==> config.mk <==
export PLATFORM = sky130hd
export DESIGN_NAME = rca_slice_sequencer
export DESIGN_NICKNAME = d
export VERILOG_FILES = /design/src/rtl/rca_seq_pkg.sv /design/src/rtl/rca_slice.sv /design/src/rtl/rca_slice_sequencer.sv
export SDC_FILE = /design/constraint.sdc
export NUM_CORES = 1
export LEC_CHECK = 0
export ABC_AREA = 0
export CAP_MARGIN = 25
export CORE_MARGIN = 1.5
export CORE_UTILIZATION = 40
export CTS_CLUSTER_SIZE = 40
export DETAILED_ROUTE_END_ITERATION = 7
export PLACE_DENSITY = 0.66
export SKIP_LAST_GASP = 1
export SYNTH_ARGS = -nofsm -noshare
export SYNTH_HDL_FRONTEND = slang
export SYNTH_SLANG_ARGS = --single-unit
==> constraint.sdc <==
create_clock -name clk -period 19.5 [get_ports clk]
set_input_delay 1.95 -clock clk [delete_from_list [all_inputs] [get_ports clk]]
set_output_delay 1.95 -clock clk [all_outputs]
set_load 0.01 [all_outputs]
==> src/rtl/rca_seq_pkg.sv <==
// Shared definitions for the multi-cycle ripple-carry add/subtract sequencer.
// Holds the FSM state encoding and the default operand/slice widths.
package rca_seq_pkg;

   localparam int DATA_W_DEF  = 64;
   localparam int SLICE_W_DEF = 16;

   typedef enum logic [1:0] {
      ST_IDLE = 2'd0,
      ST_RUN  = 2'd1,
      ST_DONE = 2'd2
   } state_t;

endpackage

==> src/rtl/rca_slice.sv <==
// Purely combinational SLICE_W-bit ripple-carry adder built from full-adder
// cells.
// Ports:
//   x, y  : slice operands
//   ci    : carry into bit 0
//   sum   : slice sum
//   co    : carry out of the top bit
module rca_slice #(
   parameter int SLICE_W = rca_seq_pkg::SLICE_W_DEF
) (
   input  logic [SLICE_W-1:0] x,
   input  logic [SLICE_W-1:0] y,
   input  logic               ci,
   output logic [SLICE_W-1:0] sum,
   output logic               co
);

   logic [SLICE_W:0] c;

   assign c[0] = ci;

   for (genvar i = 0; i < SLICE_W; i++) begin : g_fa
      assign sum[i]  = x[i] ^ y[i] ^ c[i];
      assign c[i+1]  = (x[i] & y[i]) | (c[i] & (x[i] ^ y[i]));
   end

   assign co = c[SLICE_W];

endmodule

==> src/rtl/rca_slice_sequencer.sv <==
// Multi-cycle DATA_W-bit add/subtract unit that reuses one SLICE_W-bit
// ripple-carry slice for DATA_W/SLICE_W cycles, with the inter-slice carry
// held in a register.
// Ports:
//   clk, rst_n            : clock, asynchronous active-low reset
//   in_valid / in_ready   : operand handshake (ready only in IDLE)
//   a, b, cin, sub        : operands; sub=1 computes a-b and ignores cin
//   out_valid / out_ready : result handshake (valid only in DONE)
//   s, cout, ovf          : result, MSB carry-out, signed overflow
//
// state   | meaning
// --------+-----------------------------------------------------------
// ST_IDLE | waiting for operands, in_ready=1
// ST_RUN  | one slice per cycle, slice index k counts up
// ST_DONE | result presented with out_valid=1 until out_ready
module rca_slice_sequencer
   import rca_seq_pkg::*;
#(
   parameter int DATA_W  = DATA_W_DEF,
   parameter int SLICE_W = SLICE_W_DEF
) (
   input  logic              clk,
   input  logic              rst_n,
   input  logic              in_valid,
   output logic              in_ready,
   input  logic [DATA_W-1:0] a,
   input  logic [DATA_W-1:0] b,
   input  logic              cin,
   input  logic              sub,
   output logic              out_valid,
   input  logic              out_ready,
   output logic [DATA_W-1:0] s,
   output logic              cout,
   output logic              ovf
);

   localparam int NUM_SLICES = DATA_W / SLICE_W;
   localparam int KW         = (NUM_SLICES > 1) ? $clog2(NUM_SLICES) : 1;

   if ((DATA_W % SLICE_W) != 0 || DATA_W < SLICE_W) begin : g_bad_width
      $error("rca_slice_sequencer: DATA_W must be a positive multiple of SLICE_W");
   end

   state_t              state_q, state_d;
   logic [KW-1:0]       k_q;
   logic [DATA_W-1:0]   a_q, b_q, s_q;
   logic                carry_q, cout_q, ovf_q;

   logic [SLICE_W-1:0]  slice_x, slice_y, slice_sum;
   logic                slice_co;
   logic                last_slice;
   logic                accept;

   assign in_ready   = (state_q == ST_IDLE);
   assign out_valid  = (state_q == ST_DONE);
   assign accept     = in_valid && in_ready;
   assign last_slice = (k_q == KW'(NUM_SLICES - 1));

   assign slice_x = a_q[k_q*SLICE_W +: SLICE_W];
   assign slice_y = b_q[k_q*SLICE_W +: SLICE_W];

   rca_slice #(
      .SLICE_W (SLICE_W)
   ) u_slice (
      .x   (slice_x),
      .y   (slice_y),
      .ci  (carry_q),
      .sum (slice_sum),
      .co  (slice_co)
   );

   always_ff @(posedge clk or negedge rst_n) begin
      if (!rst_n) begin
         state_q <= ST_IDLE;
      end else begin
         state_q <= state_d;
      end
   end

   always_comb begin
      state_d = state_q;
      case (state_q)
         ST_IDLE: if (accept)     state_d = ST_RUN;
         ST_RUN:  if (last_slice) state_d = ST_DONE;
         ST_DONE: if (out_ready)  state_d = ST_IDLE;
         default:                 state_d = ST_IDLE;
      endcase
   end

   always_ff @(posedge clk or negedge rst_n) begin
      if (!rst_n) begin
         a_q     <= '0;
         b_q     <= '0;
         s_q     <= '0;
         k_q     <= '0;
         carry_q <= 1'b0;
         cout_q  <= 1'b0;
         ovf_q   <= 1'b0;
      end else begin
         case (state_q)
            ST_IDLE: begin
               if (accept) begin
                  a_q     <= a;
                  // Subtraction as a + ~b + 1: invert b here, force carry-in.
                  b_q     <= sub ? ~b : b;
                  carry_q <= sub ? 1'b1 : cin;
                  k_q     <= '0;
               end
            end
            ST_RUN: begin
               s_q[k_q*SLICE_W +: SLICE_W] <= slice_sum;
               carry_q <= slice_co;
               k_q     <= k_q + 1'b1;
               if (last_slice) begin
                  cout_q <= slice_co;
                  // Operand and sum MSBs xor'd recover the carry into the MSB.
                  ovf_q  <= a_q[DATA_W-1] ^ b_q[DATA_W-1] ^
                            slice_sum[SLICE_W-1] ^ slice_co;
               end
            end
            default: ;
         endcase
      end
   end

   assign s    = s_q;
   assign cout = cout_q;
   assign ovf  = ovf_q;

endmodule
==> results of run 1 <==
state kept, by name (all words and copies together) (netlist names):
name and count:
s 64, ovf 1, state_q 2, a_q 64, carry_q 1, k_q 2, b_q 64, cout 1
kinds of logic after synthesis:
kind of cell,after synthesis,synth area share (%)
DFF,199,54.4
xor gates and xnor gates,67,6.41
and+or+nand+nor,279,12.0
muxes,33,7.99
adders and majority gates,22,4.32
buffers and inverters,91,4.82
AOI/OAI and AO/OA,135,10.1
worst max-delay path, cell delays in order, from the launching register on:
cell and delay [ps]:
dfrtp_2 630, buf_4 380, mux4_2 240, inv_1 50, fa_1 400, fa_1 390
fa_1 390, fa_1 390, fa_1 390, fa_1 430, fa_1 400, fa_1 400
fa_1 410, fa_1 410, fa_1 420, fa_1 380, inv_1 80, fa_1 150
inv_1 50, fa_1 370, fa_1 360, inv_1 80, fa_1 460, xnor2_1 210
xnor2_1 140, o21ai_0 90
power breakdown:
| group | switching [uW] | total, uW | internal [uW] |
|---|---|---|---|
| combinational | 554 | 986 | 433 |
| sequential | 106 | 688 | 582 |
| clock | 165 | 370 | 206 |
| total | 824 | 2050 | 1220 |
area by class of cell:
| cell class | count | share of cell area [%] |
|---|---|---|
| sequential | 199 | 41.8 |
| tap | 285 | 2.99 |
| timing repair buffer | 207 | 17.4 |
| clock buffer | 17 | 3.57 |
| clock inverter | 14 | 1.60 |
| inverter | 37 | 1.17 |
| multi-input combinational | 536 | 31.4 |
how the worst max path moves through the flow:
stage | end | slack [ps] | cells after the start
floorplan | ovf$_DFFE_PN0P_ | 11720 | 26
global placement | ovf$_DFFE_PN0P_ | 11400 | 25
detailed placement | ovf$_DFFE_PN0P_ | 11270 | 25
CTS | ovf$_DFFE_PN0P_ | 11250 | 25
global route | ovf$_DFFE_PN0P_ | 10970 | 25
finish | ovf$_DFFE_PN0P_ | 11270 | 25
per-stage QoR:
stage	area, sq um	cells	hold WS, ps	setup WS, ps
finish	11900	1295	477	11270
global route	11900	1295	501	10970
CTS	11900	1294	477	11250
detailed placement	11300	1263	459	11270
global placement	11300	1263	455	11400
floorplan	9160	826	440	11720
layer usage:
metal	vias to the layer above	wire, microns	global-route usage [%]
met5	-	0	0
met4	0	390	4.85
met3	24	1030	4.17
met2	182	10800	32.7
met1	3139	10300	27.0
li1	3092	-	-
cells in the final DEF (no fill, tap or decap), types with 2 or more instances in the layout:
| cell | synthesis | layout |
|---|---|---|
| a22o_1 | 2 | 2 |
| buf_4 | 1 | 6 |
| bufinv_16 | 0 | 3 |
| clkbuf_16 | 0 | 17 |
| clkdlybuf4s50_1 | 0 | 199 |
| clkinv_4 | 0 | 2 |
| clkinvlp_4 | 0 | 2 |
| dfrtp_1 | 199 | 197 |
| dfrtp_2 | 0 | 2 |
| fa_1 | 16 | 16 |
| ha_1 | 6 | 6 |
| inv_1 | 37 | 37 |
| inv_6 | 0 | 2 |
| inv_8 | 0 | 4 |
| mux4_2 | 32 | 32 |
| nand2_1 | 264 | 264 |
| nand3_1 | 3 | 3 |
| nor2b_1 | 2 | 2 |
| o21ai_0 | 69 | 69 |
| o2bb2ai_1 | 62 | 62 |
| xnor2_1 | 67 | 67 |
==> metrics.md, run 1 <==
| Metric | Value |
|---|---|
| Number of antenna-violating nets in the routed design | 0 |
| Antenna violations before repair | 0 |
| Placer Congestion | 0.784 |
| Hold-critical path endpoint | a_q[46]$_DFFE_PN0P_ |
| Tightest slew margin relative to the limit | 35.7% |
| DIE WIDTH | 154 microns |
| Synth Net Count | 982 |
| Number of enable flip-flop cells after synthesis | 0 |
| Final wirelength | 22600 microns |
| Setup Buffers After CTS | 0 |
| Fin Setup TNS | 0 ps |
| Number of distinct library cells after synthesis | 29 |
| Ranking of synthesized cells by area | dfrtp_1, nand2_1, mux4_2 |
| Drc violations | 0 |
| Lkg Pwr | 0.00525 uW |
| Reg area | 4980 sq um |
| Fin. Hold Viols | 0 |
| Placeable core area | 22600 sq um |
| Count of state elements after synthesis | 199 |
| Areal power density over the cells | 172 nW/um^2 |
| Top cell type by total area after synthesis | dfrtp_1 |
| Maximum buffer depth of the clock tree | 2 |
| Placement row count | 55 |
| Total clock sinks | 199 |
| Final count of pins violating max slew | 0 |
| FF-to-FF path depth | 25 |
| Total global routing overflow | 0 |
| Number of DRC markers in iteration 0 | 415 |
| Setup crit end kind | flip-flop |
| Initial Utilization | 40.6% |
| First-pass GRT wire length | 36200 microns |
| Die span in y | 154 microns |
| VDD IR max | 79.1 uV |
| Register-to-Register Setup Slack | 11270 ps |
| Die Outline Area | 23800 sq um |
| Cell with the most instances after synthesis | nand2_1 |
| Aggregate global-route resource usage | 19.8% |
| Overall power of the completed layout | 2050 uW |
| Clock slew at reported path FFs | 70 ps |
| Finished Core Util | 52.8% |
| Hold path startpoint | a_q[46]$_DFFE_PN0P_ |
| Reg-to-Reg End | ovf$_DFFE_PN0P_ |
| Finish-stage setup viols | 0 |
| Worst Path Class, Setup | flip-flop to flip-flop |
| Multi-input combinational cell area | 3740 sq um |
| Top Ports | 202 |
| Total of max-cap violations | 0 |
| Fmax | 0.122 GHz |
| Number of global-route vias before repair | 6580 |
| Total vias in the final route | 6437 |
| Wirelength per Cell | 17.4 microns |
| Most used flip-flop cell after synthesis | dfrtp_1 |
| Synth async-reset ratio | 100% |
| Part of the cycle the worst path needs | 42.2% |
| Critical register-to-register path startpoint | k_q[1]$_DFFE_PN0P_ |
| Worst-path fanout max | 20 |
| Final nets | 1154 |
| Worst-skew pair later-pin latency | 430 ps |
| Number of diodes added for antenna fixing | 0 |
| Worst Setup SP | k_q[1]$_DFFE_PN0P_ |
| Synth Warn # | 0 |
| Synthesized cell area | 9160 sq um |
| CTS root buf | clkbuf_16 |
| Run status | complete, no violations |
| Kind of path behind the tightest hold check | flip-flop to flip-flop |
| H-tree lvl count | 4 |
| Unrepaired setup endpoints after global routing | false |
| Portion of synthesized cell area occupied by the leading cell type | 54.4% |
| Avg Vias per Cell | 4.97 |
| Signal arrival time at the worst endpoint | 8540 ps |
| CTS tree | done |
| Most frequent cells after synthesis | nand2_1, dfrtp_1, o21ai_0, xnor2_1, o2bb2ai_1 |
| Fin crit period | 8230 ps |
| Critical path startpoint category | flip-flop |
| Post-synthesis instance total | 826 |
| Share of synthesized area occupied by flip-flops and latches | 54.4% |
| Share of final-layout standard cells stronger than drive strength 1 | 7.72% |
| Number of fillers in the final layout | 2019 |
| Number of buffers created by CTS | 17 |
| Largest net degree at the start of global routing | 119 |
| Post-synthesis average cell area | 11.1 sq um |
| Worst setup skew after layout | 11.7 ps |
| Count of port buffers added during placement | 201 |
| Required time worst endpoint | 19810 ps |
| First-pass iteration count of the detailed router | 4 |
| Number of gates resized after CTS | 0 |
| Worst Tran Pin Value | 965 ps |
| Synthesis-to-finish area growth | 30.1% |
| HPWL after detailed placement | 16100 microns |
| Worst hold path cell count | 2 |
| Number of hold-repair buffers added at the cts stage | 0 |
(Power assumes the default switching activity.)
==> run 2: changes to the inputs <==
--- a/config.mk
+++ b/config.mk
@@ -11,7 +11,7 @@
 export CORE_UTILIZATION = 40
 export CTS_CLUSTER_SIZE = 40
 export DETAILED_ROUTE_END_ITERATION = 7
-export PLACE_DENSITY = 0.66
+export PLACE_DENSITY = 0.68
 export SKIP_LAST_GASP = 1
 export SYNTH_ARGS = -nofsm -noshare
 export SYNTH_HDL_FRONTEND = slang
==> constraint.sdc (replaced) <==
create_clock -name clk -period 6.8 [get_ports clk]
set_input_delay 0.68 -clock clk [delete_from_list [all_inputs] [get_ports clk]]
set_output_delay 0.68 -clock clk [all_outputs]
set_load 0.01 [all_outputs]
==> run 2 against run 1 <==
Compared with the run above: flip-flop and latch count is the same; cell area grew 1.3%; fmax is 16% higher; global-route usage is 0.061 points lower; hold slack worse by 430 ps; highest routed layer unchanged; setup slack worse by 12000 ps; routed wire length is 1.2% higher; die area unchanged; the flow now finishes with violations (negative setup slack).
==> metrics.md, run 2 (same netlist as run 1, synthesis figures left out) <==
| Metric | Value |
|---|---|
| Clock slew at reported path FFs | 70 ps |
| Areal power density over the cells | 507 nW/um^2 |
| Fmax | 0.141 GHz |
| First-pass GRT wire length | 36000 microns |
| Number of DRC markers in iteration 0 | 412 |
| Maximum buffer depth of the clock tree | 2 |
| Worst-skew pair later-pin latency | 440 ps |
| Number of diodes added for antenna fixing | 0 |
| Die Outline Area | 23800 sq um |
| Placement row count | 55 |
| HPWL after detailed placement | 16400 microns |
| Switching part of the total power | 39.4% |
| Commonest non-fill, non-tap cell in the layout | nand2_1 |
| DIE WIDTH | 154 microns |
| Reg area | 4980 sq um |
| Total global routing overflow | 0 |
| Critical register-to-register path startpoint | k_q[0]$_DFFE_PN0P_ |
| Worst-path fanout max | 4 |
| Tightest slew margin relative to the limit | 33.8% |
| Die span in y | 154 microns |
| Critical path startpoint category | flip-flop |
| VDD IR max | 228 uV |
| Share of final-layout standard cells stronger than drive strength 1 | 10.5% |
| Logic gate share of total power | 50.2% |
| Final wirelength | 22800 microns |
| Setup crit end kind | flip-flop |
| Signal arrival time at the worst endpoint | 7400 ps |
| Clk network pwr share | 17.8% |
| Fin crit period | 7080 ps |
| CP top delay family | adder cells |
| Most Frequent Cell on Critical Path | fa_2 |
| Total of max-cap violations | 0 |
| Worst Setup SP | k_q[0]$_DFFE_PN0P_ |
| Share of power burned in registers | 32.0% |
| Finish-stage setup viols | 5 |
| Lkg Pwr | 0.00531 uW |
| Initial Utilization | 40.6% |
| Synthesis-to-finish area growth | 31.8% |
| Commonest cells after routing, fill and taps aside | nand2_1, clkdlybuf4s50_1, dfrtp_1 |
| Finished Core Util | 53.5% |
| Wirelength per Cell | 17.5 microns |
| Pre-CTS WS | -259 ps |
| Antenna violations before repair | 0 |
| Aggregate global-route resource usage | 19.8% |
| Largest net degree at the start of global routing | 123 |
| Final count of pins violating max slew | 0 |
| Worst Path Class, Setup | flip-flop to flip-flop |
| Violations in the final reports | negative setup slack |
| Slowest cell on the critical path | dfrtp_2 |
| First-pass iteration count of the detailed router | 5 |
| Avg Vias per Cell | 5.03 |
| H-tree lvl count | 4 |
| Fin. Hold Viols | 0 |
| CTS root buf | clkbuf_16 |
| Count of port buffers added during placement | 201 |
| Part of the cycle the worst path needs | 104% |
| Kind of path behind the tightest hold check | input port to async pin |
| Number of antenna-violating nets in the routed design | 0 |
| Drc violations | 0 |
| Buf+Inv Stages, Crit Path | 6 |
| Run status | finished, violations left |
| Number of fillers in the final layout | 1990 |
| Top Ports | 202 |
| Overall power of the completed layout | 6120 uW |
| Fin Setup TNS | -1320 ps |
| Multi-input combinational cell area | 3780 sq um |
| Total vias in the final route | 6567 |
| Slowest cell delay on critical path | 440 ps |
| Cell-by-cell listing of the critical path | mux4_2 > inv_2 > fa_2 > fa_2 > fa_2 > fa_2 > fa_2 > fa_2 > fa_2 > fa_2 > fa_2 > fa_2 > fa_2 > fa_2 > inv_2 > fa_1 > inv_1 > fa_2 > fa_2 > inv_2 > fa_1 > buf_4 > buf_6 > a22o_1 |
| Unrepaired setup endpoints after global routing | true |
| Number of global-route vias before repair | 6465 |
| Power spent charging and discharging nets | 2410 uW |
| Placer Congestion | 0.769 |
| Number of buffers created by CTS | 17 |
| Worst Tran Pin Value | 993 ps |
| Placeable core area | 22600 sq um |
| Worst setup skew after layout | 16.0 ps |
| Required time worst endpoint | 7120 ps |
| Total clock sinks | 199 |
| Internal power summed over all cells | 3710 uW |
| CTS tree | done |
| Final setup slack of the worst path | -282 ps |
| Number of hold-repair buffers added at the cts stage | 0 |
| Final nets | 1164 |
## run 2: cell count changes in the layout (fill, tap and decap cells not counted), sizes merged
cell and change:
inv +1, clkinv -1, clkbuf +2, clkinvlp -1, buf +10
## run 2: metrics by stage
stage / cells / cell area (sq um) / hold WS [ps]
after floorplan: 826 / 9210 / 384
after global placement: 1270 / 11400 / 454
after detailed placement: 1270 / 11400 / 457
after CTS: 1303 / 12000 / 424
after global routing: 1306 / 12100 / 30.4
final: 1306 / 12100 / 47.0
## run 2: area by class of cell
type | instances | share of cell area, %
Tap cell | 285 | 2.95
Clock inverter | 13 | 1.51
Multi-Input combinational cell | 536 | 31.3
Clock buffer | 19 | 3.75
Timing Repair Buffer | 217 | 18.0
Sequential cell | 199 | 41.3
Inverter | 37 | 1.15
## run 2: final timing paths
check / to / slack (ps) / cells past startpoint
min in group clk: a_q[62]$_DFFE_PN0P_ / 480 / 2
min: s[34]$_DFFE_PN0P_ / 50 / 1
max: s[63]$_DFFE_PN0P_ / -280 / 24
max in group asynchronous: a_q[53]$_DFFE_PN0P_ / 5450 / 4
max reg2reg: s[63]$_DFFE_PN0P_ / -280 / 24
min reg2reg: a_q[62]$_DFFE_PN0P_ / 480 / 2
## run 2: what timing repair did
action,in CTS,in global routing
pin swaps,2,1
gates resized for setup,1,1
setup buffers,1,1
setup endpoints to repair,5,6
## run 2: power groups by stage
| stage | logic [uW] | clock network (uW) | registers, uW |
|---|---|---|---|
| detailed placement | 3030 | 0 | 1970 |
| floorplan | 1950 | 0 | 1920 |
| finish | 3070 | 1090 | 1960 |
| global placement | 2980 | 0 | 1960 |
| CTS | 3060 | 1110 | 1960 |
| global route | 3380 | 1160 | 2020 |
## run 2: routing by layer
layer	part of all wire (%)	vias to the layer above	track usage (%)	wire, microns
met4	0.82	0	3.71	187
met5	0	-	0	0
met3	6.0	17	4.20	1360
met2	48	234	31.8	11000
met1	45	3204	28.0	10300
li1	-	3112	-	-
